File: src/rtl/reorder_tag_arbiter.sv
// Reorder-queue tag arbiter: sequences queue reset/init, grants one requester per cycle,
// tracks tag ownership and per-requester credits. Optional: REORDER_ARB_FIXED_PRIORITY_EN.
module reorder_tag_arbiter #(
  parameter int NUM_REQ   = 4,
  parameter int ID_WIDTH  = 2,
  parameter int DEPTH     = 64,
  parameter int TAG_WIDTH = $clog2(DEPTH-1)+1,
  parameter int MAX_OUT   = 16
) (
  input  logic                   clk,
  input  logic                   rst_n,
  input  logic [NUM_REQ-1:0]     req,
  output logic [NUM_REQ-1:0]     gnt,
  output logic                   rq_rst,
  output logic                   rq_increment,
  input  logic [TAG_WIDTH-1:0]   rq_index_tag,
  input  logic                   rq_full,
  output logic                   issue_valid,
  output logic [TAG_WIDTH-1:0]   issue_tag,
  output logic [ID_WIDTH-1:0]    issue_id,
  input  logic                   issue_stall,
  input  logic                   retire_valid,
  input  logic [TAG_WIDTH-2:0]   retire_tag,
  output logic [NUM_REQ-1:0]     rsp_valid,
  output logic                   ready
);

  localparam int IW   = TAG_WIDTH-1;
  localparam int CW   = $clog2(MAX_OUT)+1;
  localparam int CNTW = $clog2(DEPTH+2)+1;

  typedef enum logic [1:0] {RESET, INIT, RUN} state_t;

  state_t              state_q, state_d;
  logic [CNTW-1:0]     cnt_q, cnt_d;
  logic [NUM_REQ-1:0]  gnt_q, gnt_d;
  logic                issue_valid_q, issue_valid_d;
  logic [TAG_WIDTH-1:0] issue_tag_q, issue_tag_d;
  logic [ID_WIDTH-1:0] issue_id_q, issue_id_d;
  logic [NUM_REQ-1:0]  rsp_valid_q, rsp_valid_d;
  logic [CW-1:0]       credit_q [NUM_REQ];
  logic [CW-1:0]       credit_d [NUM_REQ];
  logic [ID_WIDTH-1:0] owner_q [DEPTH];

  logic [NUM_REQ-1:0]  eligible;
  logic                win_found;
  logic [ID_WIDTH-1:0] win_id;
  logic                adv, grant, retire_fire;
  logic [ID_WIDTH-1:0] rd_id;

  // Sequencer
  always_comb begin
    state_d = state_q;
    cnt_d   = cnt_q;
    case (state_q)
      RESET: begin
        state_d = INIT;
        cnt_d   = '0;
      end
      INIT: begin
        if (cnt_q == CNTW'(DEPTH+1)) state_d = RUN;
        else                         cnt_d   = cnt_q + 1'b1;
      end
      RUN:     state_d = RUN;
      default: state_d = RESET;
    endcase
  end

  always_comb begin
    for (int unsigned i = 0; i < NUM_REQ; i++)
      eligible[i] = req[i] && (credit_q[i] < CW'(MAX_OUT));
  end

`ifdef REORDER_ARB_FIXED_PRIORITY_EN
  always_comb begin
    win_found = 1'b0;
    win_id    = '0;
    for (int unsigned i = 0; i < NUM_REQ; i++) begin
      if (!win_found && eligible[i]) begin
        win_found = 1'b1;
        win_id    = ID_WIDTH'(i);
      end
    end
  end
`else
  logic [ID_WIDTH-1:0] ptr_q, ptr_d;
  logic [NUM_REQ-1:0]  hi_elig;

  // Round-robin as two passes: indices at/above the pointer first, then wrap to the lowest.
  always_comb begin
    win_found = 1'b0;
    win_id    = '0;
    for (int unsigned i = 0; i < NUM_REQ; i++)
      hi_elig[i] = eligible[i] && (i >= 32'(ptr_q));
    for (int unsigned i = 0; i < NUM_REQ; i++) begin
      if (!win_found && hi_elig[i]) begin
        win_found = 1'b1;
        win_id    = ID_WIDTH'(i);
      end
    end
    for (int unsigned i = 0; i < NUM_REQ; i++) begin
      if (!win_found && eligible[i]) begin
        win_found = 1'b1;
        win_id    = ID_WIDTH'(i);
      end
    end
  end

  always_comb begin
    ptr_d = ptr_q;
    if (grant) ptr_d = (win_id == ID_WIDTH'(NUM_REQ-1)) ? '0 : win_id + 1'b1;
  end

  always_ff @(posedge clk) begin
    if (!rst_n) ptr_q <= '0;
    else        ptr_q <= ptr_d;
  end
`endif

  assign adv         = !issue_valid_q || !issue_stall;
  assign grant       = (state_q == RUN) && adv && !rq_full && win_found;
  assign retire_fire = (state_q == RUN) && retire_valid;
  // Owner table is write-first: a same-cycle allocate of the retiring index wins.
  assign rd_id       = (grant && (rq_index_tag[IW-1:0] == retire_tag)) ? win_id
                                                                       : owner_q[retire_tag];

  always_comb begin
    gnt_d         = gnt_q;
    issue_valid_d = issue_valid_q;
    issue_tag_d   = issue_tag_q;
    issue_id_d    = issue_id_q;
    if (adv) begin
      issue_valid_d = grant;
      gnt_d         = grant ? (NUM_REQ'(1) << win_id) : '0;
      if (grant) begin
        issue_tag_d = rq_index_tag;
        issue_id_d  = win_id;
      end
    end
    rsp_valid_d = retire_fire ? (NUM_REQ'(1) << rd_id) : '0;
  end

  always_comb begin
    for (int unsigned i = 0; i < NUM_REQ; i++) begin
      logic inc, dec;
      inc = grant && (win_id == ID_WIDTH'(i));
      dec = retire_fire && (rd_id == ID_WIDTH'(i)) && (credit_q[i] != '0);
      credit_d[i] = credit_q[i];
      if (inc && !dec)      credit_d[i] = credit_q[i] + 1'b1;
      else if (dec && !inc) credit_d[i] = credit_q[i] - 1'b1;
    end
  end

  always_ff @(posedge clk) begin
    if (!rst_n) begin
      state_q       <= RESET;
      cnt_q         <= '0;
      gnt_q         <= '0;
      issue_valid_q <= 1'b0;
      issue_tag_q   <= '0;
      issue_id_q    <= '0;
      rsp_valid_q   <= '0;
      for (int unsigned i = 0; i < NUM_REQ; i++) credit_q[i] <= '0;
    end else begin
      state_q       <= state_d;
      cnt_q         <= cnt_d;
      gnt_q         <= gnt_d;
      issue_valid_q <= issue_valid_d;
      issue_tag_q   <= issue_tag_d;
      issue_id_q    <= issue_id_d;
      rsp_valid_q   <= rsp_valid_d;
      for (int unsigned i = 0; i < NUM_REQ; i++) credit_q[i] <= credit_d[i];
    end
  end

  always_ff @(posedge clk) begin
    if (grant) owner_q[rq_index_tag[IW-1:0]] <= win_id;
  end

  assign gnt          = gnt_q;
  assign issue_valid  = issue_valid_q;
  assign issue_tag    = issue_tag_q;
  assign issue_id     = issue_id_q;
  assign rsp_valid    = rsp_valid_q;
  assign rq_increment = grant;
  assign ready        = (state_q == RUN);
  assign rq_rst       = (state_q == RESET) || ((state_q == INIT) && (cnt_q == '0));

endmodule

File: config.mk
export PLATFORM = sky130hd
export DESIGN_NAME = reorder_tag_arbiter
export DESIGN_NICKNAME = d
export VERILOG_FILES = /design/src/rtl/reorder_tag_arbiter.sv
export SDC_FILE = /design/constraint.sdc
export NUM_CORES = 1
export LEC_CHECK = 0
export CAP_MARGIN = 20
export CELL_PAD_IN_SITES_DETAIL_PLACEMENT = 1
export CELL_PAD_IN_SITES_GLOBAL_PLACEMENT = 1
export CORE_UTILIZATION = 41
export DETAILED_ROUTE_END_ITERATION = 16
export MAX_ROUTING_LAYER = met4
export PLACE_DENSITY_LB_ADDON = 0.05
export SYNTH_ARGS = -nofsm -noshare
export SYNTH_HDL_FRONTEND = slang
export SYNTH_SLANG_ARGS = --single-unit
export TNS_END_PERCENT = 1
File: constraint.sdc
create_clock -name clk -period 6 [get_ports clk]
set_clock_uncertainty 0.2 [all_clocks]
set_input_delay 0.9 -clock clk [delete_from_list [all_inputs] [get_ports clk]]
set_output_delay 0.9 -clock clk [all_outputs]
set_load 0.03 [all_outputs]
# --- Word-level counts from Yosys, hierarchy flattened ---
# Memories as Yosys holds them, arrays and structs flattened.
# Index checks and enable logic that the tools add are counted.
word_totals:
  register_bits: 30
  latch_bits: 0
  ramBits: 148
  mem_bits_ro: 0
  input_bits: 22
  output_inout_bits: 21
  mem_count: 2
classes:
  add_sub_neg: 10
  n_mul: 0
  n_div: 0
  n_lt_le_gt_ge: 7
  n_eq_ne: 12
  shifts: 2
  mux: 38
  bitwise_logic: 4
  n_reduce_logical: 72
mem_list:
  columns: ["name", "depth", "word_bits", "read_ports", "rd_clocked_by_memory_dff", "wr", "line_no", "text"]
  rows:
  - ["owner_q", 64, 2, 1, 0, 1, "43", "logic [ID_WIDTH-1:0] owner_q [DEPTH];"]
  - ["credit_q", 4, 5, 4, 0, 4, "41", "logic [CW-1:0] credit_q [NUM_REQ];"]
ops:
  columns: ["op", "count"]
  rows:
  - ["two-way mux 5 bit", 12]
  - ["logical AND 1 bit", 40]
  - ["adder 5 x 1 -> 5 bit (second input constant)", 4]
  - ["< comparator 5 bit (second input constant)", 4]
  - ["nonzero test 5 bit", 4]
  - ["subtractor 5 x 1 -> 5 bit (second input constant)", 4]
  - ["logical NOT 1 bit", 18]
  - ["two-way mux 2 bit", 9]
  - ["one-hot mux 8 bit (2 select lines)", 1]
  - ["two-way mux 1 bit", 13]
  - ["equality test 2 bit (second input constant)", 5]
  - ["adder 8 x 1 -> 8 bit (second input constant)", 1]
  - ["equality test 8 x 7 -> 1 bit (second input constant)", 1]
  - ["logical NOT 8 bit", 1]
  - ["two-way mux 8 bit", 1]
  - ["left shift 1 x 2 -> 4 bit (first input constant)", 2]
  - ["equality test 2 x 1 -> 1 bit (second input constant)", 3]
  - ["equality test 6 bit", 1]
  - ["logical NOT 2 bit", 3]
  - ["one-hot mux 2 bit (3 select lines)", 1]
  - ["AND reduction 2 bit", 3]
  - [">= comparator 1 x 2 -> 1 bit (first input constant)", 2]
  - ["two-way mux 4 bit", 1]
  - ["inequality test 2 bit (second input constant)", 2]
  - ["other kinds (5)", 9]

# --- Depth between registers and ports, before layout ---
# An unclocked memory read counts as a cell.
logic_depth:
  word_depth: 36
  mapped_depth: 18

# --- Least setup slack after synthesis ---
# Ideal clock, no wire load.
synth_timing:
  path_kind: "in2reg"
  from: "in req[1]"
  to: "mem credit_q[1][4] (netlist name)"
  setup_ps: 76
  t_arrival_ps: 5654
  required_time_ps: 5724
  path_slack_ps: 71
  path_stages: 16
  n_path_buf: 0
  cell_sequence: "nor2b_1 > or2_2 > o21ai_0 > a21oi_1 > inv_1 > nor2_1 > nor2_4 > or3_1 > ha_1 > inv_1 > ha_1 > a21o_1 > a21oi_1 > xnor2_1 > or3_1 > a21boi_0"
synth_rtl:
  columns: ["item", "line_no", "text"]
  rows:
  - ["start, declared", "12", "input logic [NUM_REQ-1:0] req,"]
  - ["end, declared", "41", null]

==> results.md <==
- Status: complete, no violations
- Core ar.: 0.0196 mm2
- RePlAce Congestion: 0.828
- ANT nets after route: 0
- Final TNS setup: 0 ns
- Average size of a mapped cell: 12.7 um2
- Syn. warnings: 0
- Min-delay worst type: flop to flop
- CTS root buffer: clkbuf_16
- Total global routing overflow: 0
- HPWL after DPL: 13,900 um
- Post-route cell area: 0.00956 mm2
- Die area: 0.0207 mm2
- Critical Path End Type: flop
- Synth Register Bits: 178
- Register Area: 0.00484 mm2
- Via density per instance: 5.45
- Library cells used by synthesis: 55
- CP required: 6.16 ns
- Leak: 3.31 nW
- Clock-pin slew on the worst setup and hold paths: 0.08 ns
- Switch share: 29.1%
- Psw: 873 uW
- Footprint of the multi-input gates: 0.00319 mm2
- Wirelength per Cell: 21.3 um
- Starting Density: 42.1%
- Hold path cells: 2
- First-pass GRT wire length: 32,100 um
- CTS tree: yes
- Post-CTS Repair Setup Buffers: 0
- Post-synth ARST share: 0%
- RSZ-0062 raised after global routing: false
- Minimum clock period: 4.92 ns
- Vias in the first global route: 5,624
- Total CTS buffers: 17
- Clk network pwr share: 36.7%
- Fill count: 2,004
- Chip height: 144 um
- Internal power: 2.13 mW
- Iteration-0 DRC Markers: 234
- Setup ws final: 1.08 ns
- Placed inst area: 0.00898 mm2
- Post-Syn Nets: 697
- Max Cap Viol: 0
- Final setup violation count: 0
- Global Route Usage Sum: 22.3%
- WS Path Type: input port to flop
- Layout cells sized above 1: 11.5%
- Final Net Count: 741
- Largest net degree at the start of global routing: 69
- Area growth, synth to finish: 16.0%
- Leading area contributor after synthesis: edfxtp_1
- Commonest non-fill, non-tap cell in the layout: edfxtp_1
- CTS max path bufs: 2
- Clock latency on the worst-skew pair: 0.44 ns
- Logic pwr share: 16.4%
- Final-report hold violation count: 0
- DRC: 0
- IO buf count: 42
- Cts hold-fix bufs: 0
- Seq pwr share: 46.9%
- Synth Instances: 647
- Main synth FF type: edfxtp_1
- Via count: 5,281
- Die width: 144 um
- I/O pin count: 43
- Final wirelength: 20,600 um
- Post-CTS sizing: 0
- Slew Limit Fails: 0
- CTS H-tree lvls: 4
- Most frequent cells in the layout: edfxtp_1 (128), nor2_1 (92), dfxtp_1 (50)
- Worst Tran Pin Value: 0.780 ns
- Worst reg-to-reg path cell count: 16
- Pwr dens: 314 mW/mm2
- ANT cells: 0
- Rows: 51
- Crit path DAT: 5.07 ns
- Register area share after synthesis: 58.8%
- Number of synthesized flops with an enable pin: 128
- Worst slack, placed: 0.693 ns
- Max FO, Critical Path: 17
- Worst setup SP type: input port
- Drt pass-1 iters: 5
- Max Fclk: 203 MHz
- Final period util: 81.9%
- Largest cells by area after synthesis: edfxtp_1 (47%), dfxtp_1 (12%), mux4_2 (4.9%)
- Share of the synthesized area in the top cell type: 46.6%
- Worst IR drop on VDD: 0.192 mV
- Cell area after synthesis: 0.00824 mm2
- Worst rel slew slack: 47.7%
- Initial antenna violation count: 0
- CTS Sinks: 178
## synthesized netlist by cell type (3+ instances only)
cell type	number
edfxtp_1	128
nor2_1	92
dfxtp_1	50
nand2_1	42
ha_1	24
clkbuf_1	22
a21oi_1	18
mux4_2	18
o21ai_0	17
and2_1	16
inv_1	16
mux2i_1	16
xnor2_1	16
a21boi_0	15
nand3_1	14
nor2b_1	13
xor2_1	12
mux4_1	10
a21o_1	8
nand2b_1	8
nand3b_1	7
or3_1	7
o21a_1	6
o22ai_1	6
and3_1	5
nand4_1	5
nor3_1	5
buf_2	4
fa_1	4
or2_2	4
buf_1	3
nand4b_1	3
## worst paths after layout
path                  start        endpoint  slack, ns
min             issue_id[0]     issue_id[0]       0.27
max           retire_tag[3]  credit_q[1][4]       1.08
min reg2reg     issue_id[0]     issue_id[0]       0.27
max reg2reg  credit_q[1][4]  credit_q[1][4]       1.83
## per-layer routing
layer / routed length [um] / part of all wire (%) / global-route usage, % / up-vias
met5: 0 / 0 / - / -
met4: 339 / 1.6 / 7.33 / 0
met3: 752 / 3.6 / 4.47 / 30
met2: 9990 / 48 / 34.9 / 89
met1: 9520 / 46 / 29.0 / 2703
li1: - / - / - / 2459
## state kept, by name, indices dropped and copies added (netlist names)
name,cells
issue_valid,1
state_q,2
cnt_q,8
gnt,4
owner_q,128
issue_id,2
issue_tag,7
ptr_q,2
credit_q,20
rsp_valid,4
## worst max-delay path: stages
cell and delay [ns]:
clkdlybuf4s50_1 0.76, xor2_1 0.29, nor4_1 0.27, nand3_1 0.18, or2_2 0.35, nand4_1 0.11
o221ai_2 0.19, or3_1 0.41, ha_1 0.21, inv_1 0.14, ha_1 0.29, a21o_1 0.20
a21oi_1 0.18, xnor2_1 0.09, or3_1 0.30, a21boi_0 0.18
## power by group through the flow
stage	Combinational (mW)	Clock, mW	Sequential, mW
2_1_floorplan	0.310	0	1.45
3_5_place_dp	0.497	0	1.44
5_1_grt	0.548	1.17	1.41
4_1_cts	0.502	1.13	1.41
3_3_place_gp	0.481	0	1.43
6_report	0.493	1.10	1.41
## cell type report
class / count / area share (%)
flip-flops and latches: 178 / 50.7
multi-input cells: 419 / 33.4
repair buffers: 58 / 5.68
clock buffers: 17 / 4.45
well taps: 265 / 3.47
clock inverters: 15 / 1.62
inverters: 17 / 0.668
## kinds of logic (layout without fill, tap and decap cells)
logic type      count (synthesis)  after routing  synth area share (%)
simple gates                  232            232                  13.7
flops                         178            178                  58.8
compound gates                 87             87                  7.29
buf+inv                        50            107                  2.61
mux                            44             44                  10.1
fa+ha+maj                      28             28                  4.62
xor+xnor                       28             28                  2.98
## stage by stage
step	instances	total power [mW]	hold slack [ns]	util (%)
6_report	969	3.00	0.267	48.8
4_1_cts	969	3.04	0.274	48.8
3_3_place_gp	937	1.91	0.255	45.8
5_1_grt	969	3.13	0.306	48.8
3_5_place_dp	937	1.93	0.260	45.8
2_1_floorplan	647	1.76	0.272	-
Power figures use the tool's default switching activity.
